**src/rtl/alu_pkg.sv**
```systemverilog
// Shared opcode encoding and default width for the registered ALU.
package alu_pkg;

    localparam int ALU_WIDTH = 8;

    typedef enum logic [3:0] {
        ALU_ADD  = 4'h0,
        ALU_SUB  = 4'h1,
        ALU_MUL  = 4'h2,
        ALU_DIV  = 4'h3,
        ALU_SHL  = 4'h4,
        ALU_SHR  = 4'h5,
        ALU_ROL  = 4'h6,
        ALU_ROR  = 4'h7,
        ALU_AND  = 4'h8,
        ALU_OR   = 4'h9,
        ALU_XOR  = 4'hA,
        ALU_NOR  = 4'hB,
        ALU_NAND = 4'hC,
        ALU_XNOR = 4'hD,
        ALU_GT   = 4'hE,
        ALU_EQ   = 4'hF
    } alu_op_e;

endpackage

```
**src/rtl/alu_if.sv**
```systemverilog
// Operand/result bundle for the ALU. No handshake: the master presents a new
// operation every cycle and the result appears one rising edge later.
interface alu_if import alu_pkg::*; #(
    parameter int WIDTH = ALU_WIDTH
) ();

    logic [WIDTH-1:0] A;
    logic [WIDTH-1:0] B;
    logic [3:0]       ALU_Sel;
    logic [WIDTH-1:0] ALU_Out;
    logic             CarryOut;

    modport master (
        output A,
        output B,
        output ALU_Sel,
        input  ALU_Out,
        input  CarryOut
    );

    modport slave (
        input  A,
        input  B,
        input  ALU_Sel,
        output ALU_Out,
        output CarryOut
    );

endinterface

```
**src/rtl/alu_core.sv**
```systemverilog
// Combinational op decode and datapath; produces the next result and carry.
module alu_core import alu_pkg::*; #(
    parameter int WIDTH = ALU_WIDTH
) (
    input  logic [WIDTH-1:0] a,
    input  logic [WIDTH-1:0] b,
    input  logic [3:0]       sel,
    output logic [WIDTH-1:0] result,
    output logic             carry
);

    logic [WIDTH:0]   sum;
    logic [WIDTH-1:0] diff;
    logic [WIDTH-1:0] prod_lo;
    logic [WIDTH-1:0] quot;
    alu_op_e          op;

    assign op      = alu_op_e'(sel);
    assign sum     = {1'b0, a} + {1'b0, b};
    assign diff    = a - b;
    assign prod_lo = a * b;
    // Division by zero saturates to all ones instead of producing X.
    assign quot    = (b == '0) ? '1 : a / b;

    // Carry always reflects the plain add, independent of the selected op.
    assign carry = sum[WIDTH];

    always_comb begin
        result = '0;
        case (op)
            ALU_ADD:  result = sum[WIDTH-1:0];
            ALU_SUB:  result = diff;
            ALU_MUL:  result = prod_lo;
            ALU_DIV:  result = quot;
            ALU_SHL:  result = {a[WIDTH-2:0], 1'b0};
            ALU_SHR:  result = {1'b0, a[WIDTH-1:1]};
            ALU_ROL:  result = {a[WIDTH-2:0], a[WIDTH-1]};
            ALU_ROR:  result = {a[0], a[WIDTH-1:1]};
            ALU_AND:  result = a & b;
            ALU_OR:   result = a | b;
            ALU_XOR:  result = a ^ b;
            ALU_NOR:  result = ~(a | b);
            ALU_NAND: result = ~(a & b);
            ALU_XNOR: result = ~(a ^ b);
            ALU_GT:   result = {{(WIDTH-1){1'b0}}, (a > b)};
            ALU_EQ:   result = {{(WIDTH-1){1'b0}}, (a == b)};
        endcase
    end

endmodule

```
**src/rtl/alu.sv**
```systemverilog
// Registered ALU top: one-cycle latency, synchronous active-high reset.
module alu import alu_pkg::*; #(
    parameter int WIDTH = ALU_WIDTH
) (
    input  logic  clk,
    input  logic  rst,
    alu_if.slave  bus
);

    logic [WIDTH-1:0] next_result;
    logic             next_carry;

    alu_core #(.WIDTH(WIDTH)) u_core (
        .a      (bus.A),
        .b      (bus.B),
        .sel    (bus.ALU_Sel),
        .result (next_result),
        .carry  (next_carry)
    );

    // Reset wins over the operation presented in the same cycle.
    always_ff @(posedge clk) begin
        if (rst) begin
            bus.ALU_Out  <= '0;
            bus.CarryOut <= 1'b0;
        end else begin
            bus.ALU_Out  <= next_result;
            bus.CarryOut <= next_carry;
        end
    end

endmodule

```
**src/flat_wrapper.sv**
```systemverilog
// flat-port wrapper written by rule: the top's interface ports become plain ports
module alu_flat import alu_pkg::*;
#(
    parameter int WIDTH = ALU_WIDTH
)
  (clk, rst, bus_A, bus_B, bus_ALU_Sel, bus_ALU_Out, bus_CarryOut);
  alu_if #(.WIDTH(WIDTH)) bus_i ();
  input  logic clk;
  input  logic rst;
  input wire logic [$bits(bus_i.A)-1:0] bus_A;
  input wire logic [$bits(bus_i.B)-1:0] bus_B;
  input wire logic [$bits(bus_i.ALU_Sel)-1:0] bus_ALU_Sel;
  output wire logic [$bits(bus_i.ALU_Out)-1:0] bus_ALU_Out;
  output wire logic [$bits(bus_i.CarryOut)-1:0] bus_CarryOut;
  assign bus_i.A = bus_A;
  assign bus_i.B = bus_B;
  assign bus_i.ALU_Sel = bus_ALU_Sel;
  assign bus_ALU_Out = bus_i.ALU_Out;
  assign bus_CarryOut = bus_i.CarryOut;
  alu #(.WIDTH(WIDTH)) u_core (.clk(clk), .rst(rst), .bus(bus_i));
endmodule
```
**config.mk**
```make
export PLATFORM = sky130hd
export DESIGN_NAME = alu_flat
export DESIGN_NICKNAME = d
export VERILOG_FILES = /design/src/rtl/alu_pkg.sv /design/src/rtl/alu_if.sv /design/src/rtl/alu_core.sv /design/src/rtl/alu.sv /design/src/flat_wrapper.sv
export SDC_FILE = /design/constraint.sdc
export NUM_CORES = 1
export LEC_CHECK = 0
export ABC_AREA = 1
export CAP_MARGIN = 10
export CORE_MARGIN = 2
export CORE_UTILIZATION = 50
export DETAILED_ROUTE_END_ITERATION = 10
export GPL_TIMING_DRIVEN = 1
export PLACE_DENSITY = 0.69
export SYNTH_ARGS = -nofsm -noshare
export SYNTH_HDL_FRONTEND = slang
export SYNTH_SLANG_ARGS = --single-unit
export TNS_END_PERCENT = 100
```
**constraint.sdc**
```tcl
create_clock -name clk -period 16.4 [get_ports clk]
set_input_delay 1.64 -clock clk [delete_from_list [all_inputs] [get_ports clk]]
set_output_delay 1.64 -clock clk [all_outputs]
set_load 0.02 [all_outputs]
```
# [After elaboration in Yosys (flattened, before gate mapping)]
# Index checks and enable logic that the tools add are counted.
[word_totals] latch_bits=0 memories=0 romBits=0 ram_bits=0 wordCells=33 reg_bits=9
[op_classes] n_mul=1 n_shift=0 mux=2 n_addsub=2 reduce_logical=2 bitwise=6 div=1 order_cmp=1 n_eq_ne=16
[ops] op="case mux 8 bit (16 select lines)" n=1
[ops] op="== test 4 bit, second input constant" n=8
[ops] op="inverter 8 bit" n=3
[ops] op="== test 4 x 3 -> 1 bit, second input constant" n=4
[ops] op="adder 8 x 8 -> 9 bit" n=1
[ops] op="AND 8 bit" n=1
[ops] op="divider 8 x 8 -> 8 bit" n=1
[ops] op="== test 4 x 2 -> 1 bit, second input constant" n=2
[ops] op="== test 8 bit" n=1
[ops] op="> comparator 8 bit" n=1
[ops] op="logical NOT 8 bit" n=1
[ops] op="multiplier 8 x 8 -> 8 bit" n=1
[ops] op="2-to-1 mux 8 bit" n=1
[ops] op="OR 8 bit" n=1
[ops] op="subtractor 8 bit" n=1
[ops] op="bitwise XOR 8 bit" n=1
[ops] op="== test 4 x 1 -> 1 bit, second input constant" n=1
[ops] op="logical NOT 4 bit" n=1

# [Logic depth before layout (Yosys ltp)]
[depth] depth_word=3 mapped_depth=66 mapped_depth_nobuf=66

# [Hierarchy]
# From an unflattened synthesis, not the netlist that was laid out.
[unflattened] hier_cells=706 area_unflattened_um2=4481.8
[by_module_without_submodules] mod="alu_core" seq_area_each_um2=0.0 area_per_inst_um2=4222.8 instances=1 cells_per_inst=678
[by_module_without_submodules] mod="alu" seq_area_each_um2=180.2 area_per_inst_um2=259.0 instances=1 cells_per_inst=28

# [Worst setup path before layout]
# No wires, ideal clock.
[synth_timing] path_type="input to register" from="input bus_B[1]" to="register u_core.bus.ALU_Out[0]" stages=64 setup_ns=0.074 t_arrival_ns=9.049 path_buffers=1 setup_slack_ns=7.276 t_required_ns=16.326 cell_sequence="buf_4 -> clkinv_2 -> nand2_1 -> nor2_1 -> nand3_1 -> nand2_1 -> inv_1 -> ha_1 -> o21ai_0 -> nand2_1 -> nand2_2 -> nand2_1 -> o21ai_2 -> ha_1 -> nand2_1 -> nand3b_1 -> nand2_1 -> nand2_1 -> [... 28 more ...] -> ha_1 -> nand2_1 -> nor3_2 -> inv_1 -> nand2_1 -> nand2_1 -> nand2_1 -> a21oi_1 -> or2_2 -> nand3_1 -> nand2_1 -> ha_1 -> nand2_1 -> nor2_1 -> nand4_1 -> o2111ai_1 -> o21ai_0 -> a31oi_1"
[synth_between] elab_chain_len=3 elab_cells_between_ends=6
[synth_rtl] element="start: declaration" line="flat_wrapper.sv:11" source="input wire logic [$bits(bus_i.B)-1:0] bus_B;"
[synth_rtl] element="divider 8 x 8 -> 8 bit or logical NOT 8 bit (tied branches)" line="alu_core.sv:23" source="assign quot = (b == '0) ? '1 : a / b;"
[synth_rtl] element="2-to-1 mux 8 bit" line="alu_core.sv:23"
[synth_rtl] element="case mux 8 bit (16 select lines) *" line="alu_core.sv:30" source="case (op)"
[synth_rtl] element="end signal: assignment" line="alu.sv:27" source="bus.ALU_Out <= next_result;"
[synth_rtl] element="end: declaration" line="alu_if.sv:25" source="output ALU_Out,"
# Mark *: on every way between the ends. The rest lies on a longest branch, timed or not.
# A chain may end at the register's enable or synchronous reset.

# [Worst setup path in the final report]
[layout_timing] from="input bus_B[0]" to="register u_core.bus.ALU_Out[0]"
[layout_between] elab_chain_len=3 elab_cells_between_ends=15
[layout_rtl] element="divider 8 x 8 -> 8 bit (tied with other cells)" line="alu_core.sv:23"
[layout_rtl] element="2-to-1 mux 8 bit (tied with other cells)" line="alu_core.sv:23"
[layout_rtl] element="case mux 8 bit (16 select lines) *" line="alu_core.sv:30"
# Marks and branches as above.

==> results.py <==
metrics = {
    "sta": {
        "grt_setup_unrepaired": "false",
        "hold_viol_final": 0,
        "fin_tns_setup_ns": 0,
        "setup_viol": 0,
        "fin_crit_ns": 10.87,
        "finalMaxSlewViolations": 0,
        "min_period_over_period_pct": 66.3,
        "maxSlewHeadroom_pct": 61.2,
        "worstMarginPinSlew_ns": 0.580,
        "fmax_ghz": 0.0920,
    },
    "route": {
        "drc_errors": 0,
        "vias_per_cell": 5.58,
        "drt-initial-drc-count": 291,
        "first_pass_iters": 8,
        "drt-total-wl_um": 14300,
        "detail-route-antenna-nets": 0,
        "wl_per_cell_um": 16.7,
        "vias": 4774,
    },
    "setup_path": {
        "cp_data_arrival_time_ns": 11.04,
        "worst_setup_path_end_kind": "flop",
        "critPathKind": "primary input to flop",
        "slowest_delay_ns": 0.75,
        "cp.required_ns": 16.57,
        "crit_fanout": 11,
        "crit_top_cell": "nand2_1",
        "critPathSlowestCell": "clkdlybuf4s50_1",
        "start_kind": "primary input",
        "critPathBufInv": 12,
        "crit_family": "simple AND/OR/NAND/NOR gates",
    },
    "power_and_ir_drop": {
        "power_frac_comb_pct": 79.2,
        "p_int_uw": 117,
        "p_leak_uw": 0.00271,
        "sequentialPowerShare_pct": 10.0,
        "power.share.switching_pct": 52.8,
        "clock_power_share_pct": 10.7,
        "total_power_uw": 248,
        "irDropWorstVdd_v": 0.0000283,
        "p_sw_uw": 131,
        "power.density_nw_per_um2": 50.9,
    },
    "synth": {
        "synth_edf_count": 0,
        "synth.avg_cell_area_um2": 6.13,
        "syn-num-nets": 838,
        "synth.area.top_cells": "ha_1, nand2_1, inv_1",
        "yosysTopAreaCell": "ha_1",
        "mappedNetlistArea_um2": 4430,
        "yosysMostFrequentCell": "nand2_1",
        "netlist-cell-type-count": 47,
        "yosysWarningCount": 0,
        "synth_commonest_cells": "nand2_1, inv_1, ha_1",
        "postSynthCellCount": 723,
        "ys_ff_latch": 9,
        "yosys.area.top_type_share_pct": 22.3,
        "ys_seq_area_share_pct": 4.07,
        "async_flop_share_pct": 0,
        "synthFlopType": "dfxtp_1",
    },
    "clock_tree": {
        "cts_max_level": 1,
        "cts_tree": "built",
        "postCtsSetupBuffers": 0,
        "cts_root_buf": "clkbuf_8",
        "ctsHoldBuffers": 0,
        "cts_sinks": 9,
        "tritoncts.num_buffers": 3,
        "clock_path_buffers": 2,
        "post_cts_resized": 0,
        "clkTransAtPathRegs_ns": 0.05,
    },
    "grt": {
        "grt_max_degree": 14,
        "grt_pass1_vias": 4633,
        "track_usage_pct": 29.9,
        "antenna_found_initial": 0,
        "grt_pass1_wl_um": 23200,
        "overflow": 0,
    },
    "die": {
        "start_util_pct": 51.3,
        "ios": 31,
        "core_area_um2": 8640,
        "die_area_um2": 9630,
        "die_w_um": 98.1,
        "die_h_um": 98.1,
        "rows": 34,
    },
    "finish": {
        "final_core_util_pct": 56.4,
        "nets": 864,
        "syn_to_final_growth_pct": 9.92,
        "drive_gt1_share_pct": 6.42,
        "antennaDiodeCount": 0,
    },
    "run": {
        "max-cap-violations": 0,
    },
    "placement": {
        "port_buffers": 30,
        "gp_congestion": 1.05,
        "dp_hpwl_um": 11500,
    },
    "outcome": {
        "status": "finished, final reports clean",
    },
    "worst_hold_path": {
        "hold_path.class": "primary input to flop",
    },
}
[sequential cells by signal (all words and copies together), names as in the netlist]
register             flops
u_core.bus.CarryOut      1
u_core.bus.ALU_Out       8
[cell families (layout without fill, tap and decap cells)]
group	count (synthesis)	in the layout	share of synthesized area, %
buffers and inverters	144	169	12.4
xor gates and xnor gates	31	31	6.13
and+or+nand+nor	329	329	33.3
muxes	1	1	0.226
adders and majority gates	93	93	28.6
DFF	9	9	4.07
AOI/OAI and AO/OA	116	116	15.3
[routing by layer]
| metal | part of all wire, % | vias to the layer above | track usage, % |
|---|---|---|---|
| li1 | - | 2381 | - |
| met2 | 46 | 172 | 51.3 |
| met1 | 44 | 2188 | 37.7 |
| met3 | 7.1 | 33 | 4.94 |
| met4 | 3.0 | 0 | 11.1 |
| met5 | 0 | - | 0 |
[final cells by class]
type                    count  area (um2)
fillers                   893        3770
well taps                 108         135
repair buffers             30         300
flip-flops and latches      9         180
multi-input cells         570        3700
inverters                 135         508
clock buffers               4        45.0
[layout by cell type (no fill, tap or decap), drive strengths merged, types with 5 or more instances in the layout]
master         synthesis  final
nand2                194    194
inv                  134    134
ha                    79     79
nand3                 52     52
nor2                  48     48
o21ai                 46     46
a21oi                 39     39
clkdlybuf4s50          0     30
xor2                  19     19
fa                    14     14
xnor2                 12     12
nor3                  10     10
dfxtp                  9      9
nand4                  7      7
o22ai                  7      7
or2                    7      7
and2                   5      5
a31oi                  5      5
[power groups by stage]
stage,registers (uW),logic [uW],clock network [uW]
floorplan,28.4,139,0
global placement,25.3,190,0
detailed placement,25.3,193,0
CTS,24.9,194,26.8
global route,25.1,223,27.8
finish,24.9,196,26.6
[metrics by stage]
| stage | instance area, um2 | cells | setup slack [ns] | hold slack, ns |
|---|---|---|---|---|
| 2_1_floorplan | 4430 | 723 | 7.28 | 1.71 |
| 3_3_place_gp | 4820 | 852 | 5.68 | 2.25 |
| 3_5_place_dp | 4820 | 852 | 5.41 | 2.25 |
| 4_1_cts | 4870 | 856 | 5.63 | 2.01 |
| 5_1_grt | 4870 | 856 | 4.56 | 2.02 |
| 6_report | 4870 | 856 | 5.53 | 2.01 |
[final timing paths]
check / startpoint / to / slack, ns / cells past startpoint
setup / recovery: bus_B[0] / u_core.bus.ALU_Out[0] / 5.53 / 66
hold / removal: rst / u_core.bus.CarryOut / 2.01 / 2
(Power assumes the default switching activity.)
